### config.mk
export PLATFORM = sky130hd
export DESIGN_NAME = faxi_burst_seq_flat
export DESIGN_NICKNAME = d
export VERILOG_FILES = /design/src/rtl/faxi_burst_seq_if.sv /design/src/rtl/faxi_burst_seq.sv /design/src/flat_wrapper.sv
export SDC_FILE = /design/constraint.sdc
export NUM_CORES = 1
export LEC_CHECK = 0
export CAP_MARGIN = 10
export CORE_UTILIZATION = 35
export CTS_BUF_LIST = sky130_fd_sc_hd__clkbuf_2
export DETAILED_ROUTE_END_ITERATION = 8
export GPL_TIMING_DRIVEN = 0
export MAX_ROUTING_LAYER = met4
export PLACE_DENSITY = 0.6
export SLEW_MARGIN = 20
export SYNTH_ARGS = -nofsm -noshare
export SYNTH_HDL_FRONTEND = slang
export SYNTH_SLANG_ARGS = --single-unit
### constraint.sdc
create_clock -name i_clk -period 6.8 [get_ports i_clk]
set_input_delay 0.68 -clock i_clk [delete_from_list [all_inputs] [get_ports i_clk]]
set_output_delay 0.68 -clock i_clk [all_outputs]
set_load 0.03 [all_outputs]
### src/rtl/faxi_burst_seq_if.sv
// Command and beat-address handshake bundle for faxi_burst_seq.
// The slave modport is the sequencer side; the master modport is the front end plus beat consumer.
interface faxi_burst_seq_if #(
  parameter int AW = 32,
  parameter int IW = 4
);
  logic          i_avalid;
  logic          o_aready;
  logic [AW-1:0] i_addr;
  logic [7:0]    i_len;
  logic [2:0]    i_size;
  logic [1:0]    i_burst;
  logic [IW-1:0] i_id;
  logic          o_bvalid;
  logic          i_bready;
  logic [AW-1:0] o_baddr;
  logic [IW-1:0] o_bid;
  logic [7:0]    o_bnum;
  logic          o_blast;
  logic [2:0]    o_bsize;
  logic          o_berr;

  modport slave (
    input  i_avalid, i_addr, i_len, i_size, i_burst, i_id, i_bready,
    output o_aready, o_bvalid, o_baddr, o_bid, o_bnum, o_blast, o_bsize, o_berr
  );

  modport master (
    output i_avalid, i_addr, i_len, i_size, i_burst, i_id, i_bready,
    input  o_aready, o_bvalid, o_baddr, o_bid, o_bnum, o_blast, o_bsize, o_berr
  );
endinterface

### src/rtl/faxi_burst_seq.sv
// AXI slave burst sequencer: one command in, one beat address per cycle out.
// Latency: command accepted at edge N shows beat 0 in cycle N+1; back-to-back bursts have no bubble.
// Backpressure: beat outputs hold while i_bready is low; o_aready is combinational on the last beat.
module faxi_burst_seq #(
  parameter int AW = 32,
  parameter int IW = 4,
  parameter int DW = 32
) (
  input  logic              i_clk,
  input  logic              i_reset,
  faxi_burst_seq_if.slave   bus
);
  localparam int MAX_SIZE = $clog2(DW / 8);
  localparam logic [AW-1:0] ONE = {{(AW-1){1'b0}}, 1'b1};

  typedef enum logic {IDLE, BURST} state_t;
  typedef enum logic [1:0] {M_FIXED, M_INCR, M_WRAP} mode_t;

  state_t        state_q;
  mode_t         mode_q;
  logic [7:0]    len_q;
  logic [AW-1:0] mask_q;
  logic          bvalid_q;
  logic [AW-1:0] baddr_q;
  logic [IW-1:0] bid_q;
  logic [7:0]    bnum_q;
  logic          blast_q;
  logic [2:0]    bsize_q;
  logic          berr_q;

  logic [AW-1:0] size_mask_in;
  logic [AW-1:0] wrap_mask_in;
  logic          is_wrap_in;
  logic          len_ok_in;
  logic          err_in;
  mode_t         mode_in;
  logic [AW-1:0] step;
  logic [AW-1:0] incr_next;
  logic [AW-1:0] next_addr;
  logic          aready;
  logic          accept;

  // Command decode: legality and the address mode actually used for beats.
  always_comb begin
    size_mask_in = (ONE << bus.i_size) - ONE;
    wrap_mask_in = ((AW'(bus.i_len) + ONE) << bus.i_size) - ONE;
    is_wrap_in   = (bus.i_burst == 2'b10);
    len_ok_in    = (bus.i_len == 8'd1) || (bus.i_len == 8'd3) ||
                   (bus.i_len == 8'd7) || (bus.i_len == 8'd15);
    err_in       = (bus.i_burst == 2'b11) ||
                   (is_wrap_in && !len_ok_in) ||
                   (is_wrap_in && ((bus.i_addr & size_mask_in) != '0)) ||
                   (int'(bus.i_size) > MAX_SIZE);
    if (bus.i_burst == 2'b00)
      mode_in = M_FIXED;
    else if (is_wrap_in && !err_in)
      mode_in = M_WRAP;
    else
      mode_in = M_INCR;
  end

  // Per-beat address step from the latched command.
  always_comb begin
    step      = ONE << bsize_q;
    incr_next = (baddr_q + step) & ~(step - ONE);
    case (mode_q)
      M_FIXED: next_addr = baddr_q;
      M_WRAP:  next_addr = (baddr_q & ~mask_q) | (incr_next & mask_q);
      default: next_addr = incr_next;
    endcase
  end

  assign aready = (state_q == IDLE) || (blast_q && bus.i_bready);
  assign accept = bus.i_avalid && aready;

  always_ff @(posedge i_clk) begin
    if (i_reset) begin
      state_q  <= IDLE;
      mode_q   <= M_FIXED;
      len_q    <= '0;
      mask_q   <= '0;
      bvalid_q <= 1'b0;
      baddr_q  <= '0;
      bid_q    <= '0;
      bnum_q   <= '0;
      blast_q  <= 1'b0;
      bsize_q  <= '0;
      berr_q   <= 1'b0;
    end else begin
      if (state_q == BURST && bus.i_bready) begin
        if (!blast_q) begin
          bnum_q  <= bnum_q + 8'd1;
          baddr_q <= next_addr;
          blast_q <= ((bnum_q + 8'd1) == len_q);
        end else begin
          state_q  <= IDLE;
          bvalid_q <= 1'b0;
        end
      end
      // A new command overrides the completion above, giving zero-bubble chaining.
      if (accept) begin
        state_q  <= BURST;
        bvalid_q <= 1'b1;
        mode_q   <= mode_in;
        len_q    <= bus.i_len;
        mask_q   <= wrap_mask_in;
        baddr_q  <= bus.i_addr;
        bid_q    <= bus.i_id;
        bnum_q   <= 8'd0;
        blast_q  <= (bus.i_len == 8'd0);
        bsize_q  <= bus.i_size;
        berr_q   <= err_in;
      end
    end
  end

  assign bus.o_aready = aready;
  assign bus.o_bvalid = bvalid_q;
  assign bus.o_baddr  = baddr_q;
  assign bus.o_bid    = bid_q;
  assign bus.o_bnum   = bnum_q;
  assign bus.o_blast  = blast_q;
  assign bus.o_bsize  = bsize_q;
  assign bus.o_berr   = berr_q;
endmodule

### src/flat_wrapper.sv
// flat-port wrapper written by rule: the top's interface ports become plain ports
module faxi_burst_seq_flat 
#(
  parameter int AW = 32,
  parameter int IW = 4,
  parameter int DW = 32
)
  (i_clk, i_reset, bus_i_avalid, bus_i_addr, bus_i_len, bus_i_size, bus_i_burst, bus_i_id, bus_i_bready, bus_o_aready, bus_o_bvalid, bus_o_baddr, bus_o_bid, bus_o_bnum, bus_o_blast, bus_o_bsize, bus_o_berr);
  faxi_burst_seq_if #(.AW(AW), .IW(IW)) bus_i ();
  input  logic i_clk;
  input  logic i_reset;
  input wire logic [$bits(bus_i.i_avalid)-1:0] bus_i_avalid;
  input wire logic [$bits(bus_i.i_addr)-1:0] bus_i_addr;
  input wire logic [$bits(bus_i.i_len)-1:0] bus_i_len;
  input wire logic [$bits(bus_i.i_size)-1:0] bus_i_size;
  input wire logic [$bits(bus_i.i_burst)-1:0] bus_i_burst;
  input wire logic [$bits(bus_i.i_id)-1:0] bus_i_id;
  input wire logic [$bits(bus_i.i_bready)-1:0] bus_i_bready;
  output wire logic [$bits(bus_i.o_aready)-1:0] bus_o_aready;
  output wire logic [$bits(bus_i.o_bvalid)-1:0] bus_o_bvalid;
  output wire logic [$bits(bus_i.o_baddr)-1:0] bus_o_baddr;
  output wire logic [$bits(bus_i.o_bid)-1:0] bus_o_bid;
  output wire logic [$bits(bus_i.o_bnum)-1:0] bus_o_bnum;
  output wire logic [$bits(bus_i.o_blast)-1:0] bus_o_blast;
  output wire logic [$bits(bus_i.o_bsize)-1:0] bus_o_bsize;
  output wire logic [$bits(bus_i.o_berr)-1:0] bus_o_berr;
  assign bus_i.i_avalid = bus_i_avalid;
  assign bus_i.i_addr = bus_i_addr;
  assign bus_i.i_len = bus_i_len;
  assign bus_i.i_size = bus_i_size;
  assign bus_i.i_burst = bus_i_burst;
  assign bus_i.i_id = bus_i_id;
  assign bus_i.i_bready = bus_i_bready;
  assign bus_o_aready = bus_i.o_aready;
  assign bus_o_bvalid = bus_i.o_bvalid;
  assign bus_o_baddr = bus_i.o_baddr;
  assign bus_o_bid = bus_i.o_bid;
  assign bus_o_bnum = bus_i.o_bnum;
  assign bus_o_blast = bus_i.o_blast;
  assign bus_o_bsize = bus_i.o_bsize;
  assign bus_o_berr = bus_i.o_berr;
  faxi_burst_seq #(.AW(AW), .IW(IW), .DW(DW)) u_core (.i_clk(i_clk), .i_reset(i_reset), .bus(bus_i));
endmodule
# Word-level counts from Yosys, hierarchy flattened
# Cells that the tools add are included.
[classes] bitwise_logic=9 mux=12 eq_ne=10 magnitude_cmp=1 reduce_logical=25 n_shift=3 addsub=6
[ops] op="bitwise AND 32 bit" count=4
[ops] op="two-way mux 32 bit" count=3
[ops] op="subtractor 32 x 1 -> 32 bit, second input constant" count=3
[ops] op="inverter 32 bit" count=2
[ops] op="case mux 32 bit (2 select lines)" count=1
[ops] op="left shift 1 x 3 -> 32 bit, first input constant" count=2
[ops] op="adder 32 bit" count=1
[ops] op="bitwise OR 32 bit" count=1
[ops] op="nonzero test 32 bit" count=1
[ops] op="left shift 32 x 3 -> 32 bit" count=1
[ops] op="adder 8 x 1 -> 9 bit, second input constant" count=1
[ops] op="adder 8 x 1 -> 8 bit, second input constant" count=1
[ops] op="== test 8 x 1 -> 1 bit, second input constant" count=1
[ops] op="== test 8 x 2 -> 1 bit, second input constant" count=1
[ops] op="== test 8 x 3 -> 1 bit, second input constant" count=1
[ops] op="== test 8 x 4 -> 1 bit, second input constant" count=1
[ops] op="== test 8 bit" count=1
[ops] op="logical NOT 8 bit" count=1
[ops] op="logical OR 1 bit" count=7
[ops] op="== test 2 bit, second input constant" count=3
[ops] op="logical AND 1 bit" count=6
[ops] op="two-way mux 1 bit" count=6
[ops] op="logical NOT 2 bit" count=2
[ops] op="two-way mux 2 bit" count=2
[ops] op="other kinds (9)" count=13
[word_totals] reg_bits=92 input_bits=53 elab_cells=76

# Logic depth before layout (Yosys ltp)
# Gate-level depths: netlist of the first run.
[depth] word_depth=13 mapped_depth=13

# Worst setup path before layout of the first run
# Ideal clock, no wire load.
[synth_timing] path_type="register -> register" start="reg u_core.bsize_q[0] (netlist: u_core.bus.o_bsize[0])" end="reg (tool-made name)" arrival_time_ps=3301 stages_incl_launch_ff=12 path_slack_ps=3395 path_cell_list="dfxtp_1 > clkbuf_1 > or3b_2 > fa_1 > nor2b_1 > o21ai_0 > a21boi_1 > o21ai_1 > a21boi_1 > o21ai_1 > o31a_1 > a2111oi_2"
[synth_lines] element="from (decl)" line_no="faxi_burst_seq.sv:28" source="logic [2:0] bsize_q;"
[synth_lines] element="from (signal assigned)" line_no="faxi_burst_seq.sv:111" source="bsize_q <= bus.i_size;"

==> flow_metrics.py, run 1 <==
metrics = {
    "clock_network": {
        "post-cts-setup-buffer-count": 0,
        "cts-resized-gates": 0,
        "cts_tree": "yes",
        "clk_latency_ps": 570,
        "clk_pin_slew_ps": 280,
        "cts_root_buf": "clkbuf_2",
        "htreeDepth": 3,
        "numCtsBuffers": 9,
        "cts_sinks": 91,
        "clk_path_buf_depth": 2,
        "postCtsHoldBufs": 0,
    },
    "worst_setup_path": {
        "cp.required_ps": 7330,
        "cp-startpoint": "u_core.bus.o_bsize[0]",
        "arrival_ps": 4360,
        "crit_fanout": 10,
        "rr_startpoint": "u_core.bus.o_bsize[0]",
        "worst-setup-path-type": "reg -> reg",
        "critPathLaunchType": "register",
        "end_kind": "register",
    },
    "sta": {
        "fin_skew_ps": 38.04,
        "worst_pin_slew_ps": 1084,
        "tns_ps": 0,
        "slew_headroom_pct": 26.97,
        "fin_crit_sh_pct": 56.30,
        "hold_viol": 0,
        "rsz0062_at_grt": "false",
        "drv_slew": 0,
        "setup_viol": 0,
        "fin_crit_ps": 3828,
        "fmax_ghz": 0.2612,
    },
    "die": {
        "fp-row-count": 47,
        "ios": 104,
        "die_y_um": 132.5,
        "core_area_mm2": 0.01658,
        "design.die.area_mm2": 0.01756,
        "start_util_pct": 35.94,
        "die_width_um": 132.5,
    },
    "global_routing": {
        "grt_pass1_vias": 5739,
        "gr-usage-all-layers_pct": 23.26,
        "gr-total-overflow": 0,
        "grt_max_degree": 17,
        "grt_pass1_wl_um": 31180,
        "antenna_found_initial": 1,
    },
    "routing": {
        "postRouteAntennaNets": 0,
        "vias": 6044,
        "wl_um": 19690,
        "drc": 0,
        "wl_per_cell_um": 18.14,
        "dr.pass1.iters": 5,
        "dr.first_iter.drc_count": 476,
        "via_per_inst": 5.571,
    },
    "power": {
        "powerDensity_mw_per_mm2": 168.7,
        "seq_power_share_pct": 48.2,
        "max-vdd-ir-drop_v": 0.0001038,
        "p_leak_nw": 2.799,
        "pwr-share-clk_pct": 23.6,
        "p_sw_w": 0.0004445,
        "p_int_w": 0.0007948,
        "p_comb_share_pct": 28.3,
        "p_sw_share_pct": 35.87,
    },
    "logic_synthesis": {
        "netlist_instances": 749,
        "synth_top_flop_cell": "dfxtp_1",
        "ys_types": 93,
        "async_reset_ff_share_pct": 0,
        "yosysWarnings": 0,
        "synth_edf_count": 0,
        "synth_seq_cells": 91,
        "syn_avg_cell_area_um2": 7.958,
        "synth.area.top_cells": "dfxtp_1 31%, nor2_1 5.1%, nand2_1 5.0%",
        "synth_top_area_share_pct": 30.56,
        "synth_largest_area_cell": "dfxtp_1",
        "syn-num-nets": 818,
        "synth-seq-area-share_pct": 30.56,
        "netlist_area_mm2": 0.005961,
    },
    "placed_design": {
        "gp_congestion": 0.9139,
        "port_buffers": 99,
        "place_hpwl_um": 14850,
        "placed_area_mm2": 0.007227,
    },
    "min_path": {
        "hp-start": "bus_i_len[6]",
        "hp-class": "in -> reg",
    },
    "final_layout": {
        "drive_gt1_share_pct": 8.102,
        "fill_cells": 1736,
        "fin_nets": 928,
        "fin_area_mm2": 0.007348,
        "synthToLayoutAreaGrowth_pct": 23.28,
    },
    "flow_run": {
        "cap_violations": 0,
    },
    "run_status": {
        "status": "completed",
    },
}
cells in the mapped netlist (7+ instances only):
cell / number
dfxtp_1: 91
nor2_1: 81
nand2_1: 79
a21oi_1: 46
o21ai_0: 35
clkbuf_1: 33
xor2_1: 25
a211oi_1: 24
a21o_1: 20
inv_1: 20
nor3_1: 20
xnor2_1: 19
nand3_1: 18
ha_1: 15
o211ai_1: 15
a31oi_1: 12
buf_2: 12
nand4_1: 12
or3_1: 10
nand2b_1: 9
nor4_1: 9
and3_1: 8
and2_1: 7
o21a_1: 7
power groups by stage:
stage	registers (W)	clock network [W]	logic, W
2_1_floorplan	0.000633	0	0.000184
3_3_place_gp	0.000605	0	0.000347
3_5_place_dp	0.000606	0	0.000348
4_1_cts	0.000596	0.000295	0.000349
5_1_grt	0.000601	0.000314	0.000379
6_report	0.000597	0.000292	0.000350
worst max-delay path, stage by stage, from the launching register on:
cell,delay [ps]
dfxtp_1,430
clkbuf_1,360
or3b_2,520
fa_1,450
nor2b_1,120
o21ai_0,110
a21boi_1,220
o21ai_1,120
a21boi_1,390
o21ai_1,340
or4_1,560
a31oi_1,170
kinds of logic (layout without fill, tap and decap cells):
group	Yosys count	after routing	synth area share (%)
other	0	1	0
adder cells (fa/ha/maj)	16	16	3.484
buffers and inverters	74	189	5.667
AND/OR/NAND/NOR	295	295	26.39
XOR/XNOR	44	44	6.465
AO/OA/AOI/OAI	226	226	26.85
multiplexers	3	3	0.5877
flip-flops	91	91	30.56
cells in the final DEF (no fill, tap or decap), types with 24 or more instances in the layout:
cell	count
nand2_1	79
nor2_1	81
clkdlybuf4s50_1	99
xor2_1	25
a211oi_1	24
o21ai_0	35
dfxtp_1	91
clkbuf_1	33
a21oi_1	46
per-stage QoR:
step / total power, W / utilization, % / hold slack [ps] / worst slack, ps / std cells
after floorplan: 0.0008167 / - / 418.7 / 3395 / 749
after global placement: 0.0009528 / 43.58 / 431.4 / 2592 / 1068
after detailed placement: 0.0009541 / 43.58 / 434.5 / 2571 / 1068
after CTS: 0.001240 / 44.30 / 372.4 / 2976 / 1084
after global routing: 0.001294 / 44.31 / 399.3 / 2682 / 1085
final: 0.001239 / 44.31 / 426.1 / 2972 / 1085
area by class of cell:
cell class,count,area (um2),share of cell area [%]
well taps,220,275.3,3.746
inverters,21,78.83,1.073
clock inverters,7,73.82,1.005
diodes,1,2.502,0.03405
plain buffers,53,259.0,3.525
clock buffers,9,45.04,0.6130
flip-flops and latches,91,1822,24.79
repair buffers,99,991.0,13.49
multi-input cells,584,3801,51.73
path summary, 6_finish.rpt:
path                                          to  slack, ps  depth (start not counted)
worst max-delay path                    register       2970                         11
worst min-delay path             u_core.len_q[6]        430                          3
worst max register to register          register       2970                         11
worst min register to register  u_core.mask_q[3]        470                          2
per-layer routing:
metal	part of all wire, %	GRT usage (%)	routed length, um
met1	47	32.13	9343
met4	2.5	8.046	489
met3	6.3	2.874	1243
met5	0	-	0
met2	44	34.77	8609
Power figures use the tool's default switching activity.
==> run 2, diff against run 1 <==
--- a/config.mk
+++ b/config.mk
@@ -11,7 +11,7 @@
 export DETAILED_ROUTE_END_ITERATION = 8
 export GPL_TIMING_DRIVEN = 0
 export MAX_ROUTING_LAYER = met4
-export PLACE_DENSITY = 0.6
+export PLACE_DENSITY = 0.62
 export SLEW_MARGIN = 20
 export SYNTH_ARGS = -nofsm -noshare
 export SYNTH_HDL_FRONTEND = slang
==> constraint.sdc (replaced) <==
create_clock -name i_clk -period 3.1 [get_ports i_clk]
set_input_delay 0.31 -clock i_clk [delete_from_list [all_inputs] [get_ports i_clk]]
set_output_delay 0.31 -clock i_clk [all_outputs]
set_load 0.03 [all_outputs]
==> run 2 against run 1 <==
Effect of this change: sequential share of layout area is 0.66 points lower; critical path depth unchanged; clock skew grew 11 ps; count of clock-buffer cells in the layout unchanged; die area is the same; clock power increased by 140%; critical path type unchanged.
==> flow_metrics.py, run 2 (same netlist as run 1, synthesis figures left out) <==
metrics = {
    "global_routing": {
        "met3_usage_pct": 3.487,
        "antenna_found_initial": 1,
        "use_met2_pct": 34.39,
        "grt_pass1_vias": 5677,
        "grt_pass1_wl_um": 30800,
        "grt_max_degree": 20,
        "grt.busiest_layer": "met2",
        "gr-total-overflow": 0,
        "gr-usage-all-layers_pct": 22.74,
        "met1_usage_pct": 30.92,
    },
    "die": {
        "design.die.area_mm2": 0.01756,
        "fp-row-count": 47,
        "die_y_um": 132.5,
        "start_util_pct": 35.94,
        "ios": 104,
        "die_width_um": 132.5,
        "core_area_mm2": 0.01658,
    },
    "worst_setup_path": {
        "worst-setup-path-type": "reg -> reg",
        "crit_fanout": 7,
        "cp.required_ps": 3650,
        "critPathLaunchType": "register",
        "arrival_ps": 3540,
        "end_kind": "register",
    },
    "power": {
        "powerDensity_mw_per_mm2": 369.2,
        "p_leak_nw": 2.922,
        "pwr-share-clk_pct": 24.9,
        "p_int_w": 0.001836,
        "p_sw_w": 0.0009672,
        "p_sw_share_pct": 34.51,
        "power.total_w": 0.002803,
        "p_comb_share_pct": 28.4,
        "max-vdd-ir-drop_v": 0.0001880,
        "seq_power_share_pct": 46.7,
    },
    "clock_network": {
        "cts_root_buf": "clkbuf_2",
        "htreeDepth": 3,
        "postCtsHoldBufs": 0,
        "cts_sinks": 91,
        "clk_pin_slew_ps": 280,
        "clk_path_buf_depth": 2,
        "numCtsBuffers": 9,
        "clk_latency_ps": 590,
        "cts_tree": "yes",
    },
    "sta": {
        "fmax_ghz": 0.3344,
        "slew_headroom_pct": 31.43,
        "fin_skew_ps": 48.60,
        "fin_crit_ps": 2990,
        "fin_crit_sh_pct": 96.46,
        "drv_slew": 0,
        "rsz0062_at_grt": "true",
        "worst_pin_slew_ps": 1018,
        "hold_viol": 0,
        "setup_viol": 0,
        "tns_ps": 0,
    },
    "final_layout": {
        "final_util_pct": 45.77,
        "fin_area_mm2": 0.007591,
        "fill_cells": 1692,
        "layout_commonest_cell": "clkdlybuf4s50_1",
        "synthToLayoutAreaGrowth_pct": 27.35,
        "final_cell_mix": "98 x clkdlybuf4s50_1, 87 x dfxtp_1, 80 x nor2_1, 79 x nand2_1, 46 x a21oi_1",
        "fin_nets": 941,
        "drive_gt1_share_pct": 11.76,
        "fin_cells": 1097,
    },
    "placed_design": {
        "place_hpwl_um": 14630,
        "gp_congestion": 0.8930,
        "port_buffers": 99,
        "place_inst": 1068,
        "placed_area_mm2": 0.007239,
    },
    "min_path": {
        "hp-class": "in -> reg",
    },
    "routing": {
        "drc": 0,
        "vias": 6037,
        "wl_um": 19610,
        "dr.pass1.iters": 4,
        "via_per_inst": 5.503,
        "dr.first_iter.drc_count": 432,
        "postRouteAntennaNets": 0,
        "wl_per_cell_um": 17.88,
    },
    "run_status": {
        "status": "completed",
    },
    "flow_run": {
        "cap_violations": 0,
    },
}
## run 2: path summary, 6_finish.rpt
| path | startpoint | to | slack, ps | depth (start not counted) |
|---|---|---|---|---|
| setup / recovery | u_core.bus.o_bsize[2] | register | 110 | 11 |
| hold reg to reg | u_core.bus.o_bid[0] | u_core.bus.o_bid[0] | 470 | 2 |
| hold / removal | bus_i_len[6] | u_core.len_q[6] | 70 | 3 |
| setup reg to reg | u_core.bus.o_bsize[2] | register | 110 | 11 |
## run 2: worst max-delay path, stage by stage, from the launching register on
cell	delay [ps]
dfxtp_4	420
buf_8	120
or3b_4	400
fa_2	380
nor2b_2	130
o21ai_2	80
a21boi_2	200
o21ai_2	90
a21boi_2	260
o211ai_1	280
or3_1	450
a31oi_1	150
## run 2: cell type report
type                            count  area (um2)  share of cell area, %
Clock buffer                        9       45.04                 0.5934
Tap cell                          220       275.3                  3.626
Inverter                           21       78.83                  1.038
Multi-Input combinational cell    584        3877                  51.08
Sequential cell                    91        1832                  24.13
Timing Repair Buffer              114        1106                  14.57
Clock inverter                      6       90.09                  1.187
Buffer                             51       284.0                  3.742
Antenna cell                        1       2.502                0.03297
## run 2: power groups by stage
stage	sequential, W	combinational [W]	clock [W]
after floorplan	0.00139	0.000403	0
after global placement	0.00133	0.000762	0
after detailed placement	0.00133	0.000762	0
after CTS	0.00131	0.000771	0.000713
after global routing	0.00132	0.000858	0.000758
final	0.00131	0.000797	0.000698
## run 2: per-layer routing
layer  vias to the layer above  wire [um]  part of all wire [%]
li1                       3001          -                     -
met3                        30       1208                   6.2
met2                       192       8670                    44
met4                         0        367                   1.9
met1                      2814       9366                    48
met5                         -          0                     0
## run 2: timing repair
action / in CTS / in global routing
buffers inserted: 7 / 10
endpoints found under the setup margin: 11 / 22
pin swaps: 9 / 12
gates resized for setup: 13 / 21
## run 2: metrics by stage
step | setup WS, ps | hold slack, ps
finish | 109.6 | 71.87
CTS | 47.71 | 15.24
detailed placement | -742.4 | 440.0
floorplan | 6.773 | 418.7
global placement | -727.3 | 433.6
global route | -32.37 | 26.92
